### config.mk
export PLATFORM = sky130hd
export DESIGN_NAME = octave_controller
export DESIGN_NICKNAME = d
export VERILOG_FILES = /design/src/rtl/octave_controller.sv
export SDC_FILE = /design/constraint.sdc
export NUM_CORES = 1
export LEC_CHECK = 0
export CAP_MARGIN = 10
export CORE_UTILIZATION = 45
export DETAILED_ROUTE_END_ITERATION = 8
export PLACE_DENSITY = 0.62
export SYNTH_ARGS = -nofsm -noshare
export SYNTH_HDL_FRONTEND = slang
export SYNTH_SLANG_ARGS = --single-unit
### constraint.sdc
create_clock -name clk -period 4.95 [get_ports clk]
set_input_delay 0.495 -clock clk [delete_from_list [all_inputs] [get_ports clk]]
set_output_delay 0.495 -clock clk [all_outputs]
set_load 0.05 [all_outputs]
### src/rtl/octave_controller.sv
// Octave-select sequencer: turns up/down button levels into single-step requests
// (with auto-repeat) and applies them only while no note is sounding.
module octave_controller #(
    parameter int OCT_W         = 2,
    parameter int NUM_OCT       = 4,
    parameter int DEFAULT_OCT   = 0,
    parameter int REPEAT_CYCLES = 10_000_000
) (
    input  logic             clk,
    input  logic             rst,
    input  logic             oct_up,
    input  logic             oct_down,
    input  logic             note_busy,
    output logic [OCT_W-1:0] oct_sel,
    output logic             oct_strobe,
    output logic             oct_pending
);

    localparam int CNT_W = (REPEAT_CYCLES > 1) ? $clog2(REPEAT_CYCLES) : 1;

    localparam logic [1:0] S_IDLE    = 2'd0;
    localparam logic [1:0] S_PEND_UP = 2'd1;
    localparam logic [1:0] S_PEND_DN = 2'd2;

    localparam logic [OCT_W-1:0] LP_MAX      = OCT_W'(NUM_OCT - 1);
    localparam logic [OCT_W-1:0] LP_DEF      = OCT_W'(DEFAULT_OCT);
    localparam logic [OCT_W:0]   LP_NUM      = (OCT_W + 1)'(NUM_OCT);
    localparam logic [CNT_W-1:0] LP_REP_LAST = CNT_W'(REPEAT_CYCLES - 1);

    // Bit 0 is the up button, bit 1 the down button.
    logic [1:0]       w_btn;
    logic [1:0]       w_edge;
    logic [1:0]       r_prev;
    logic [CNT_W-1:0] r_rep_cnt;
    logic             w_one_held;
    logic             w_rep_clr;
    logic             w_rep_fire;
    logic             w_up_evt;
    logic             w_dn_evt;
    logic [1:0]       w_evt_state;
    logic [1:0]       r_state;
    logic [1:0]       w_state_next;
    logic [OCT_W-1:0] r_oct_sel;
    logic [OCT_W-1:0] w_sel_next;
    logic             r_strobe;
    logic             w_strobe_next;
    logic             w_sel_illegal;

    assign w_btn = {oct_down, oct_up};

    generate
        for (genvar gi = 0; gi < 2; gi++) begin : g_edge
            assign w_edge[gi] = w_btn[gi] & ~r_prev[gi];
        end
    endgenerate

    // History resets high so a button held through reset is not seen as a press.
    always_ff @(posedge clk) begin
        if (rst) begin
            r_prev <= 2'b11;
        end else begin
            r_prev <= w_btn;
        end
    end

    assign w_one_held = oct_up ^ oct_down;
    assign w_rep_clr  = ~w_one_held | (|w_edge);
    assign w_rep_fire = ~w_rep_clr & (r_rep_cnt == LP_REP_LAST);

    always_ff @(posedge clk) begin
        if (rst) begin
            r_rep_cnt <= '0;
        end else if (w_rep_clr || w_rep_fire) begin
            r_rep_cnt <= '0;
        end else begin
            r_rep_cnt <= r_rep_cnt + CNT_W'(1);
        end
    end

    // Simultaneous press edges cancel each other; repeats only exist with one button held.
    assign w_up_evt = (w_edge[0] & ~w_edge[1]) | (w_rep_fire & oct_up);
    assign w_dn_evt = (w_edge[1] & ~w_edge[0]) | (w_rep_fire & oct_down);

    assign w_evt_state   = w_up_evt ? S_PEND_UP : (w_dn_evt ? S_PEND_DN : S_IDLE);
    assign w_sel_illegal = ({1'b0, r_oct_sel} >= LP_NUM);

    // When a step is applied, an event arriving in the same cycle becomes the next request.
    always_comb begin
        w_state_next  = r_state;
        w_sel_next    = r_oct_sel;
        w_strobe_next = 1'b0;
        case (r_state)
            S_IDLE: begin
                w_state_next = w_evt_state;
            end
            S_PEND_UP, S_PEND_DN: begin
                if (!note_busy) begin
                    w_state_next = w_evt_state;
                    if (w_sel_illegal) begin
                        w_sel_next    = LP_MAX;
                        w_strobe_next = 1'b1;
                    end else if (r_state == S_PEND_UP) begin
                        if (r_oct_sel != LP_MAX) begin
                            w_sel_next    = r_oct_sel + OCT_W'(1);
                            w_strobe_next = 1'b1;
                        end
                    end else begin
                        if (r_oct_sel != '0) begin
                            w_sel_next    = r_oct_sel - OCT_W'(1);
                            w_strobe_next = 1'b1;
                        end
                    end
                end else if ((r_state == S_PEND_UP && w_dn_evt) ||
                             (r_state == S_PEND_DN && w_up_evt)) begin
                    w_state_next = S_IDLE;
                end
            end
            default: begin
                w_state_next = S_IDLE;
            end
        endcase
    end

    always_ff @(posedge clk) begin
        if (rst) begin
            r_state   <= S_IDLE;
            r_oct_sel <= LP_DEF;
            r_strobe  <= 1'b0;
        end else begin
            r_state   <= w_state_next;
            r_oct_sel <= w_sel_next;
            r_strobe  <= w_strobe_next;
        end
    end

    assign oct_sel     = r_oct_sel;
    assign oct_strobe  = r_strobe;
    assign oct_pending = (r_state != S_IDLE);

endmodule

==> metrics.cfg <==
[status]
status = finished, final reports clean

[timing]
rsz0062_at_grt = no
fin_crit_ns = 2.386
fmax_mhz = 419.1
slew-limit-headroom_pct = 48.83
finalMaxSlewViolations = 0
post-route-period-util_pct = 48.20
hold_violations = 0
setup_viol = 0
fin_skew_ns = 0.003256
fin_tns_setup_ns = 0
worstMarginPinSlew_ns = 0.7676

[setup_path]
slowest_delay_ns = 0.80
criticalPathCategory = reg -> out
crit_slowest_cell = clkdlybuf4s50_1
end_kind = primary output
critPathRequiredTime_ns = 4.45
cp_common_cell = inv_1
path_cells = inv_1 -> ha_1 -> inv_1 -> clkdlybuf4s50_1
r2r_setup_slack_ns = 2.86
critPathTopFamily = buffers and inverters
critPathMaxFanout = 4
cp_num_buf_inv = 3
crit_arrival_ns = 1.89
start_kind = flop

[grt]
grt_max_degree = 25
grt_overflow = 0
grt_pass1_wl_mm = 4.692
antenna_found_initial = 0
grt_usage_pct = 17.89
grt_pass1_vias = 1118

[placed_design]
dp_cells = 221
place_area_sq_um = 1652
gp_congestion = 0.8058
dp.final_hpwl_mm = 1.940
portBuffers = 8

[die]
die-area_sq_um = 3695
initial_core_util_pct = 49.33
rows = 20
die_y_um = 60.79
boundaryPins = 9
core-area_sq_um = 3153
die_width_um = 60.79

[logic_synthesis]
ys_seq_area_share_pct = 39.90
synth_cell_types = 32
synth_nets = 183
synth_cells = 173
syn_avg_cell_area_sq_um = 8.990
syn-cell-area_sq_um = 1555
ys_ff_latch = 31
yosysWarnings = 0

[routing]
dr.first_iter.drc_count = 51
vias_per_cell = 5.118
drcViolationCount = 0
vias = 1172
routedWlPerCell_um = 11.62
drt-pass1-iter-count = 6
ant_nets = 0
totalWireLength_mm = 2.660

[layout]
most-common-layout-cells = nor2_1 (34), dfxtp_1 (31), xor2_1 (14), nand3_1 (11)
drive_above_1_share_pct = 8.649
antenna_cells = 0
final_cells = 229
num-nets-final = 194
mostFrequentLayoutCell = nor2_1
fin_area_sq_um = 1702
area.growth.synth_to_final_pct = 9.413

[clock_network]
cts.sink_count = 31
hold_buffers = 0
cts_root_buffer = clkbuf_4
cts_tree = built
clk_path_buf_depth = 2
clkTransAtPathRegs_ns = 0.09
postCtsResizedCells = 0
post_cts_buffers = 0
htree_levels = 2
clkLatencyLatePin_ns = 0.32
cts_buffers = 5

[pwr]
ir_worst_vdd_uv = 136.3
cellPowerDensity_nw_per_um2 = 241.7
leakagePower_uw = 0.0006011

[job]
max_cap_violations = 0

[worst_hold_path]
hp-class = reg -> reg

[registers in the layout, summed over array words and instances (netlist names)]
| signal | cells |
|---|---|
| r_rep_cnt | 24 |
| r_prev | 2 |
| oct_sel | 2 |
| r_state | 2 |
| oct_strobe | 1 |
[final timing paths]
path                 from            end  depth (start not counted)
max            r_state[0]    oct_pending                          4
min          r_rep_cnt[0]   r_rep_cnt[0]                          1
max reg2reg  r_rep_cnt[0]  r_rep_cnt[17]                          5
min reg2reg  r_rep_cnt[0]   r_rep_cnt[0]                          1
[metal layers]
layer,wire length (um),global-route usage [%]
met1,1172,18.99
met2,1333,31.08
met3,104,7.036
met4,49,8.442
met5,0,0
[power breakdown]
part,internal [uW],switching (uW)
logic,9.60,13.5
clock network,55.2,79.8
registers,251,1.94
total,316,95.2
[synthesized netlist by cell type]
cell / count / share of area (%)
a211oi_1: 1 / 0.48
a21boi_0: 1 / 0.48
a21o_1: 1 / 0.48
a21oi_1: 3 / 0.97
a2bb2oi_1: 1 / 0.56
a31oi_1: 2 / 0.80
a32o_1: 1 / 0.64
and3_1: 4 / 1.6
and4_1: 1 / 0.56
and4b_4: 1 / 0.88
buf_6: 3 / 2.2
clkbuf_2: 1 / 0.32
dfxtp_1: 31 / 40
ha_1: 5 / 4.0
inv_1: 5 / 1.2
mux2i_1: 2 / 1.3
nand2_1: 8 / 1.9
nand2b_1: 5 / 2.0
nand3_1: 11 / 3.5
nand3_2: 3 / 1.9
nand4_1: 6 / 2.4
nor2_1: 34 / 8.2
nor2b_1: 5 / 2.0
nor3_1: 4 / 1.3
nor4_1: 1 / 0.40
nor4_4: 3 / 4.1
nor4b_1: 2 / 1.1
o21ai_0: 2 / 0.64
or2_2: 3 / 1.2
or3_1: 1 / 0.40
xnor2_1: 8 / 4.5
xor2_1: 14 / 7.9
[final cells by class]
class                      instances  area, sq um
sequential                        31        620.6
multi-input combinational        133        877.1
inverter                           5        18.77
fill                             325         1451
timing repair buffer               8        80.08
clock inverter                     1        5.005
tap                               44        55.05
clock buffer                       7        45.04
[stage by stage]
stage | hold WS, ns | utilization (%) | setup slack (ns) | power (uW)
CTS | 0.4705 | 53.97 | 2.541 | 419.1
global route | 0.4966 | 53.97 | 2.460 | 433.1
finish | 0.4666 | 53.97 | 2.564 | 411.3
detailed placement | 0.4489 | 52.38 | 2.616 | 282.3
global placement | 0.4402 | 52.38 | 2.705 | 281.3
floorplan | 0.4294 | - | 3.393 | 276.1
[kinds of logic after synthesis]
family	synth area share [%]
compound gates	5.069
xor+xnor	12.39
fa+ha+maj	4.023
buf+inv	3.700
flops	39.90
mux	1.287
simple gates	33.63
(Power assumes the default switching activity.)
